## src/rtl/seven_segment_mux_driver.sv

```systemverilog
// rtl/seven_segment_mux_driver.sv - time-multiplexed seven-segment digit driver
// Purpose: captures a packed BCD word on i_load and scans the digits one at a time
//   onto shared segment pins, with a one-hot digit select and an optional all-off
//   gap between digits to suppress ghosting.
// Optional feature: define LEADING_ZERO_BLANK_EN to blank leading zero digits
//   (digit 0 is always shown; dp of a blanked digit is still driven).
// Ports:
//   i_clk        rising-edge clock
//   i_reset      synchronous, active-high reset
//   i_enable     0: display dark, scan frozen (load still honoured)
//   i_load       1-cycle strobe capturing i_digits_in / i_dp_in
//   i_digits_in  4*NUM_DIGITS BCD digits, [3:0] = digit 0 (rightmost)
//   i_dp_in      decimal point per digit
//   o_segments   {a,b,c,d,e,f,g} of the lit digit, registered
//   o_dp         decimal point of the lit digit, registered
//   o_digit_sel  one-hot select of the lit digit, registered
//   o_frame_done 1-cycle pulse when the last digit's lit period ends
module seven_segment_mux_driver #(
    parameter int NUM_DIGITS     = 4,
    parameter int CLK_DIV        = 1000,
    parameter int BLANK_CYCLES   = 2,
    parameter int SEG_ACTIVE_LOW = 0,
    parameter int SEL_ACTIVE_LOW = 0
) (
    input  logic                      i_clk,
    input  logic                      i_reset,
    input  logic                      i_enable,
    input  logic                      i_load,
    input  logic [4*NUM_DIGITS-1:0]   i_digits_in,
    input  logic [NUM_DIGITS-1:0]     i_dp_in,
    output logic [6:0]                o_segments,
    output logic                      o_dp,
    output logic [NUM_DIGITS-1:0]     o_digit_sel,
    output logic                      o_frame_done
);

    localparam int PW = $clog2(CLK_DIV + 1);
    localparam int IW = (NUM_DIGITS > 1) ? $clog2(NUM_DIGITS) : 1;
    localparam int GW = (BLANK_CYCLES > 1) ? $clog2(BLANK_CYCLES) : 1;

    localparam logic [PW-1:0] PRESC_LAST = PW'(CLK_DIV - 1);
    localparam logic [GW-1:0] GAP_LAST   = GW'((BLANK_CYCLES > 0) ? BLANK_CYCLES - 1 : 0);
    localparam logic [IW-1:0] IDX_LAST   = IW'(NUM_DIGITS - 1);

    // Pin-level "off" values; XOR with these applies the output polarity.
    localparam logic [6:0]            SEG_OFF = (SEG_ACTIVE_LOW != 0) ? 7'h7F : 7'h00;
    localparam logic                  DP_OFF  = (SEG_ACTIVE_LOW != 0) ? 1'b1 : 1'b0;
    localparam logic [NUM_DIGITS-1:0] SEL_OFF = (SEL_ACTIVE_LOW != 0) ? {NUM_DIGITS{1'b1}} : '0;

    typedef enum logic {ST_SHOW, ST_GAP} state_t;

    state_t                    r_state;
    logic [IW-1:0]             r_idx;
    logic [PW-1:0]             r_presc;
    logic [GW-1:0]             r_gap;
    logic [4*NUM_DIGITS-1:0]   r_digits;
    logic [NUM_DIGITS-1:0]     r_dps;
    logic [6:0]                r_cur_seg;
    logic                      r_cur_dp;

    logic [3:0]                w_digit;
    logic                      w_digit_dp;
    logic [NUM_DIGITS-1:0]     w_sel;
    logic                      w_lz_blank;
    logic [6:0]                w_dec;
    logic [6:0]                w_show_seg;
    logic                      w_show_dp;
    logic [IW-1:0]             w_idx_next;
`ifdef LEADING_ZERO_BLANK_EN
    logic                      w_upper_zero;
`endif

    always_comb begin
        w_digit    = 4'hF;
        w_digit_dp = 1'b0;
        w_sel      = '0;
        w_lz_blank = 1'b0;
        for (int k = 0; k < NUM_DIGITS; k++) begin
            if (r_idx == IW'(k)) begin
                w_digit    = r_digits[4*k +: 4];
                w_digit_dp = r_dps[k];
                w_sel[k]   = 1'b1;
            end
        end
`ifdef LEADING_ZERO_BLANK_EN
        // Walking down from the top digit, a digit stays a leading zero only
        // while every digit above it is zero too; digit 0 is never blanked.
        w_upper_zero = 1'b1;
        for (int k = NUM_DIGITS - 1; k >= 1; k--) begin
            w_upper_zero = w_upper_zero && (r_digits[4*k +: 4] == 4'h0);
            if (r_idx == IW'(k)) begin
                w_lz_blank = w_upper_zero;
            end
        end
`endif

        w_dec = 7'b0000000;
        case (w_digit)
            4'd0:    w_dec = 7'b1111110;
            4'd1:    w_dec = 7'b0110000;
            4'd2:    w_dec = 7'b1101101;
            4'd3:    w_dec = 7'b1111001;
            4'd4:    w_dec = 7'b0110011;
            4'd5:    w_dec = 7'b1011011;
            4'd6:    w_dec = 7'b1011111;
            4'd7:    w_dec = 7'b1110000;
            4'd8:    w_dec = 7'b1111111;
            4'd9:    w_dec = 7'b1111011;
            default: w_dec = 7'b0000000;
        endcase
        if (w_lz_blank) begin
            w_dec = 7'b0000000;
        end

        // The pattern is sampled from the shadow only on the first lit cycle of a
        // period and then held, so a load never changes a digit mid-period.
        w_show_seg = (r_presc == '0) ? w_dec      : r_cur_seg;
        w_show_dp  = (r_presc == '0) ? w_digit_dp : r_cur_dp;
        w_idx_next = (r_idx == IDX_LAST) ? '0 : r_idx + 1'b1;
    end

    always_ff @(posedge i_clk) begin
        if (i_reset) begin
            r_state      <= ST_SHOW;
            r_idx        <= '0;
            r_presc      <= '0;
            r_gap        <= '0;
            r_digits     <= {NUM_DIGITS{4'hF}};
            r_dps        <= '0;
            r_cur_seg    <= 7'b0000000;
            r_cur_dp     <= 1'b0;
            o_segments   <= SEG_OFF;
            o_dp         <= DP_OFF;
            o_digit_sel  <= SEL_OFF;
            o_frame_done <= 1'b0;
        end else begin
            if (i_load) begin
                r_digits <= i_digits_in;
                r_dps    <= i_dp_in;
            end
            o_frame_done <= 1'b0;

            if (!i_enable) begin
                o_segments  <= SEG_OFF;
                o_dp        <= DP_OFF;
                o_digit_sel <= SEL_OFF;
            end else begin
                case (r_state)
                    ST_SHOW: begin
                        o_segments  <= w_show_seg ^ SEG_OFF;
                        o_dp        <= w_show_dp ^ DP_OFF;
                        o_digit_sel <= w_sel ^ SEL_OFF;
                        r_cur_seg   <= w_show_seg;
                        r_cur_dp    <= w_show_dp;
                        if (r_presc == PRESC_LAST) begin
                            r_presc      <= '0;
                            o_frame_done <= (r_idx == IDX_LAST);
                            if (BLANK_CYCLES == 0) begin
                                r_idx <= w_idx_next;
                            end else begin
                                r_state <= ST_GAP;
                            end
                        end else begin
                            r_presc <= r_presc + 1'b1;
                        end
                    end
                    default: begin
                        o_segments  <= SEG_OFF;
                        o_dp        <= DP_OFF;
                        o_digit_sel <= SEL_OFF;
                        if (r_gap == GAP_LAST) begin
                            r_gap   <= '0;
                            r_state <= ST_SHOW;
                            r_idx   <= w_idx_next;
                        end else begin
                            r_gap <= r_gap + 1'b1;
                        end
                    end
                endcase
            end
        end
    end

endmodule

```

## config.mk

```make
export PLATFORM = sky130hd
export DESIGN_NAME = seven_segment_mux_driver
export DESIGN_NICKNAME = d
export VERILOG_FILES = /design/src/rtl/seven_segment_mux_driver.sv
export SDC_FILE = /design/constraint.sdc
export NUM_CORES = 1
export LEC_CHECK = 0
export CAP_MARGIN = 20
export CORE_UTILIZATION = 56
export DETAILED_ROUTE_END_ITERATION = 8
export DONT_BUFFER_PORTS = 1
export GPL_TIMING_DRIVEN = 0
export HOLD_SLACK_MARGIN = 0.02
export PLACE_DENSITY = 0.74
export SLEW_MARGIN = 20
export SYNTH_ARGS = -nofsm -noshare
export SYNTH_HDL_FRONTEND = slang
export SYNTH_SLANG_ARGS = --single-unit
```

## constraint.sdc

```tcl
create_clock -name i_clk -period 2.3 [get_ports i_clk]
set_clock_uncertainty 0.1 [all_clocks]
set_input_delay 0.69 -clock i_clk [delete_from_list [all_inputs] [get_ports i_clk]]
set_output_delay 0.69 -clock i_clk [all_outputs]
set_load 0.005 [all_outputs]
```

==> results of run 1 <==
## placed cells by master (no fill, tap or decap), types with 4 or more instances in the layout
cell type | Yosys | final
xnor2_1 | 4 | 4
inv_1 | 8 | 6
clkbuf_8 | 0 | 5
o21ai_0 | 7 | 6
nand2_1 | 37 | 37
and2_1 | 7 | 6
nor2b_1 | 5 | 4
nor3_4 | 1 | 4
xor2_1 | 5 | 5
nand4_1 | 6 | 6
a221o_1 | 4 | 4
ha_1 | 12 | 7
buf_4 | 1 | 5
mux2i_1 | 21 | 21
and3_1 | 4 | 4
nor2_1 | 29 | 28
nand3_1 | 4 | 4
a21oi_1 | 10 | 9
clkbuf_1 | 4 | 4
dfxtp_1 | 55 | 53
## per-stage QoR
stage | setup TNS (ns) | cell area, um2 | hold slack (ns) | setup slack, ns
finish | 0 | 2910 | 0.335 | 0.0355
global route | -0.127 | 2910 | 0.328 | -0.0277
global placement | -1.86 | 2650 | 0.345 | -0.214
CTS | 0 | 2820 | 0.331 | 0.0216
detailed placement | -2.20 | 2650 | 0.355 | -0.241
floorplan | 0 | 2590 | 0.333 | 0.00404
## sequential cells by signal (all words and copies together), names as in the netlist
register,count
o_digit_sel,4
o_dp,1
o_frame_done,1
o_segments,7
r_cur_dp,1
r_cur_seg,7
r_digits,16
r_dps,4
r_gap,1
r_idx,2
r_presc,10
r_state,1
## layout make-up
| cell class | count | area [um2] |
|---|---|---|
| well taps | 52 | 65.1 |
| fillers | 355 | 1480 |
| flip-flops and latches | 55 | 1110 |
| repair buffers | 4 | 30.0 |
| multi-input cells | 202 | 1500 |
| plain buffers | 12 | 81.3 |
| inverters | 9 | 33.8 |
| clock inverters | 3 | 23.8 |
| clock buffers | 5 | 68.8 |
## where the power goes
| part | leakage, uW | total [uW] | internal [uW] | switching [uW] |
|---|---|---|---|---|
| combinational | 0.000656 | 193 | 87.6 | 106 |
| clock | 0.0000408 | 547 | 218 | 329 |
| sequential | 0.000451 | 1010 | 989 | 21.2 |
| total | 0.00115 | 1750 | 1290 | 455 |
## metal layers
layer	up-vias	wire, um	GRT usage, %
met5	-	0	0
met4	0	62	8.89
met3	5	195	4.62
met2	37	2310	31.8
met1	866	2300	27.3
li1	985	-	-
## kinds of logic after synthesis
| group | synth area share (%) |
|---|---|
| AND/OR/NAND/NOR | 24.6 |
| flip-flops | 42.6 |
| AO/OA/AOI/OAI | 11.7 |
| buffers and inverters | 4.11 |
| multiplexers | 8.13 |
| adder cells (fa/ha/maj) | 5.81 |
| XOR/XNOR | 3.05 |
## worst min path at each step
stage	startpoint	endpoint	slack [ns]	cells past startpoint
after floorplan	r_cur_seg[3]	o_segments[3]	0.33	2
after global routing	i_reset	r_state	0.33	1
final	i_reset	r_cur_dp	0.34	1
after CTS	i_reset	r_cur_dp	0.33	1
after global placement	r_cur_seg[0]	r_cur_seg[0]	0.35	1
after detailed placement	r_cur_seg[0]	r_cur_seg[0]	0.36	1
## repair_timing
action                     in CTS  in global routing
setup buffers                   3                  1
setup endpoints to repair      14                 12
hold buffers                    0                  0
pin swaps                       3                 11
gates resized for setup        15                 18
==> impl_metrics.py, run 1 <==
metrics = {
    "critical_path": {
        "critPathCapture": "o_segments[5]",
        "cp-end-kind": "flop",
        "rrSetupSlack_ns": 0.04,
        "r2r_cells": 8,
        "rr_startpoint": "r_idx[1]",
        "reg2reg_to": "o_segments[5]",
        "crit_path_start_kind": "flop",
        "cp.required_ns": 2.41,
        "crit_arrival_ns": 2.37,
        "crit_chain": "buf_4 -> ha_4 -> or2_4 -> nor3_4 -> nor2_4 -> ha_1 -> o21a_1 -> a221o_1",
        "crit_type": "flop to flop",
        "cpLargestDelayFamily": "simple AND/OR/NAND/NOR gates",
        "worst-path-stages": 8,
        "worstPathMaxFanout": 8,
        "slowest_stage": "dfxtp_2",
        "slowest_delay_ns": 0.35,
        "crit_buf_inv": 1,
        "worstSetupStartpoint": "r_idx[1]",
    },
    "final_layout": {
        "antenna_cells": 0,
        "fin_cells": 342,
        "drive_gt1_share_pct": 18.6,
        "finish.utilization_pct": 66.3,
        "area_growth_syn_to_layout_pct": 12.4,
        "nNetsFinal": 325,
    },
    "cts": {
        "clkLatencyLatePin_ns": 0.31,
        "max-clock-path-buffers": 2,
        "numCtsBuffers": 5,
        "tritoncts": "done",
        "cts.sinks": 55,
        "h-tree-depth": 2,
        "cts_root_buf": "clkbuf_8",
        "clk_pin_slew_ns": 0.10,
    },
    "place": {
        "dpl.cell_count": 330,
        "hpwl_um": 3480,
        "gp_congestion": 0.862,
        "io_buffers": 0,
    },
    "floorplanning": {
        "boundaryPins": 37,
        "dieHeight_um": 70.0,
        "initial_core_util_pct": 59.0,
        "die-width_um": 70.0,
        "core_um2": 4380,
        "rows": 24,
        "die_area_um2": 4890,
    },
    "drt": {
        "dr.pass1.iters": 4,
        "wirelength_um": 4870,
        "vias_per_cell": 5.54,
        "drt-initial-drc-count": 154,
        "route.detailed.drc": 0,
        "wl_per_cell_um": 14.2,
        "vias": 1893,
        "ant_nets": 0,
    },
    "synthesis": {
        "synthTopCellsByArea": "dfxtp_1, mux2i_1, ha_1",
        "synth_most_common_cell": "dfxtp_1",
        "yosys_warnings": 0,
        "synth_seq_cells": 55,
        "synth_ff_type": "dfxtp_1",
        "yosysUniqueCellTypes": 53,
        "yosysSeqAreaShare_pct": 42.6,
        "synthTopCellsByCount": "dfxtp_1, nand2_1, nor2_1",
        "syn_avg_cell_area_um2": 9.30,
        "syn-instance-count": 278,
        "synth.largest_area_cell": "dfxtp_1",
        "yosysTopAreaCellShare_pct": 42.6,
        "synth_edf_count": 0,
        "syn_nets": 314,
        "syn_area_um2": 2590,
        "postSynth.asyncResetShare_pct": 0,
    },
    "timing": {
        "worst_slew_pin_slew_ns": 0.687,
        "relSlewSlack_pct": 54.2,
        "period_share_pct": 98.5,
        "maxSlewViolCount": 0,
        "hold_viol_final": 0,
        "period_needed_ns": 2.26,
        "fmax_mhz": 442,
        "rsz0062_at_grt": "yes",
        "setup_violations": 0,
    },
    "global_route": {
        "grt_max_degree": 19,
        "grt_pass1_vias": 1807,
        "grt_first_pass_wirelength_um": 8060,
        "overflow": 0,
        "gr-usage-all-layers_pct": 20.5,
        "grt_antenna_before_repair": 0,
    },
    "power_and_ir_drop": {
        "finalPower_uw": 1750,
        "peakVddDrop_v": 0.000400,
        "power_density_nw_per_um2": 602,
        "p_leak_uw": 0.00115,
    },
    "outcome": {
        "status": "completed",
    },
    "flow_run": {
        "cap_violations": 0,
    },
    "min_path": {
        "hold_path.class": "input pin to flop",
    },
}
No activity file was read; power rests on OpenSTA's default activity.
==> run 2: changes to the inputs <==
--- a/config.mk
+++ b/config.mk
@@ -12,6 +12,7 @@
 export GPL_TIMING_DRIVEN = 0
 export HOLD_SLACK_MARGIN = 0.02
 export PLACE_DENSITY = 0.74
+export RECOVER_POWER = 100
 export SLEW_MARGIN = 20
 export SYNTH_ARGS = -nofsm -noshare
 export SYNTH_HDL_FRONTEND = slang
==> impl_metrics.py, run 2 (same netlist as run 1, synthesis figures left out) <==
metrics = {
    "final_layout": {
        "nNetsFinal": 325,
        "largest-register": "r_digits",
        "final_area_um2": 2900,
        "drive_gt1_share_pct": 17.9,
        "area_growth_syn_to_layout_pct": 12.1,
        "largest_register_ffs": 16,
        "final_cell_mix": "dfxtp_1, nand2_1, nor2_1, mux2i_1, a21oi_1",
        "antenna_cells": 0,
        "fin_cells": 342,
        "final_common_cell": "dfxtp_1",
        "reg_top3": "r_digits (16), r_presc (10)",
    },
    "timing": {
        "maxSlewViolCount": 0,
        "relSlewSlack_pct": 54.2,
        "hold_viol_final": 0,
        "period_share_pct": 98.3,
        "rsz0062_at_grt": "yes",
        "period_needed_ns": 2.26,
        "fmax_mhz": 442,
        "tns_ns": 0,
        "setup_violations": 0,
        "worst_slew_pin_slew_ns": 0.687,
    },
    "global_route": {
        "gr-usage-all-layers_pct": 20.5,
        "grt_antenna_before_repair": 0,
        "grt_max_degree": 19,
        "grt_pass1_vias": 1807,
        "overflow": 0,
        "grt_first_pass_wirelength_um": 8060,
    },
    "place": {
        "dpl.cell_count": 330,
        "io_buffers": 0,
        "placed_area_um2": 2650,
        "gp_congestion": 0.862,
        "hpwl_um": 3480,
    },
    "cts": {
        "cts_root_buf": "clkbuf_8",
        "clkLatencyLatePin_ns": 0.31,
        "cts.sinks": 55,
        "clk_pin_slew_ns": 0.10,
        "tritoncts": "done",
        "numCtsBuffers": 5,
        "hold_buffers": 0,
        "max-clock-path-buffers": 2,
        "h-tree-depth": 2,
    },
    "floorplanning": {
        "rows": 24,
        "boundaryPins": 37,
        "die-width_um": 70.0,
        "die_area_um2": 4890,
        "initial_core_util_pct": 59.0,
        "core_um2": 4380,
        "dieHeight_um": 70.0,
    },
    "drt": {
        "drt-initial-drc-count": 111,
        "wirelength_um": 4910,
        "vias": 1915,
        "route.detailed.drc": 0,
        "dr.pass1.iters": 4,
        "vias_per_cell": 5.60,
        "ant_nets": 0,
        "wl_per_cell_um": 14.3,
    },
    "critical_path": {
        "crit_buf_inv": 1,
        "crit_path_start_kind": "flop",
        "crit_type": "flop to flop",
        "cpLargestDelayFamily": "simple AND/OR/NAND/NOR gates",
        "cp-end-kind": "flop",
        "worstPathMaxFanout": 8,
        "worstSetupStartpoint": "r_idx[1]",
        "critPathCapture": "o_segments[5]",
        "reg2reg_to": "o_segments[5]",
        "worst-path-stages": 8,
        "slowest_delay_ns": 0.35,
        "r2r_cells": 8,
        "crit_chain": "buf_4 -> ha_4 -> or2_4 -> nor3_4 -> nor2_4 -> ha_1 -> o21a_1 -> a221o_1",
        "slowest_stage": "dfxtp_2",
        "crit_arrival_ns": 2.37,
        "rr_startpoint": "r_idx[1]",
        "cp.required_ns": 2.41,
        "rrSetupSlack_ns": 0.04,
    },
    "power_and_ir_drop": {
        "power_density_nw_per_um2": 604,
        "peakVddDrop_v": 0.000400,
        "p_leak_uw": 0.00114,
    },
    "outcome": {
        "status": "completed",
    },
    "min_path": {
        "hold_path.class": "input pin to flop",
        "hold_depth": 1,
    },
    "flow_run": {
        "cap_violations": 0,
    },
}
run 2: cell types whose count changed in the layout (fill, tap and decap cells not counted):
cell      delta
and2_0       +3
and2_1       -3
buf_1        -1
buf_2        -2
clkbuf_1     +2
clkbuf_2     +1
nor4b_1      +1
nor4b_2      -1
run 2: worst min path at each step:
stage	endpoint	slack (ns)	start
detailed placement	r_cur_seg[0]	0.36	r_cur_seg[0]
CTS	r_cur_dp	0.33	i_reset
floorplan	o_segments[3]	0.33	r_cur_seg[3]
finish	r_cur_dp	0.34	i_reset
global route	r_state	0.33	i_reset
global placement	r_cur_seg[0]	0.35	r_cur_seg[0]
run 2: final cells by class:
type                       instances  area (um2)
buffer                            12        80.1
clock buffer                       5        68.8
clock inverter                     3        23.8
fill                             357        1490
inverter                           9        33.8
multi-input combinational        202        1490
sequential                        55        1110
tap                               52        65.1
timing repair buffer               4        30.0
run 2: timing repair:
item | 4_1_cts | 5_1_grt
setup endpoints to repair | 14 | 12
pin swaps | 3 | 11
setup buffers | 3 | 1
resized for setup | 15 | 18
run 2: metal layers:
metal	global-route usage, %	part of all wire [%]
met4	8.89	1.4
met5	0	0
met2	31.8	47
met1	27.3	48
met3	4.62	4.1
run 2: through the flow:
stage / utilization [%] / hold slack [ns] / power (uW) / setup slack (ns)
after CTS: 64.4 / 0.331 / 1750 / 0.0216
after detailed placement: 60.5 / 0.355 / 1200 / -0.241
final: 66.1 / 0.336 / 1750 / 0.0392
after global routing: 66.1 / 0.328 / 1820 / -0.0277
after floorplan: - / 0.333 / 1170 / 0.00404
after global placement: 60.5 / 0.345 / 1200 / -0.214
run 2: report_power, final:
| group | total, uW | switching [uW] | internal [uW] |
|---|---|---|---|
| sequential | 1010 | 21.1 | 989 |
| clock | 549 | 331 | 218 |
| combinational | 193 | 106 | 86.5 |
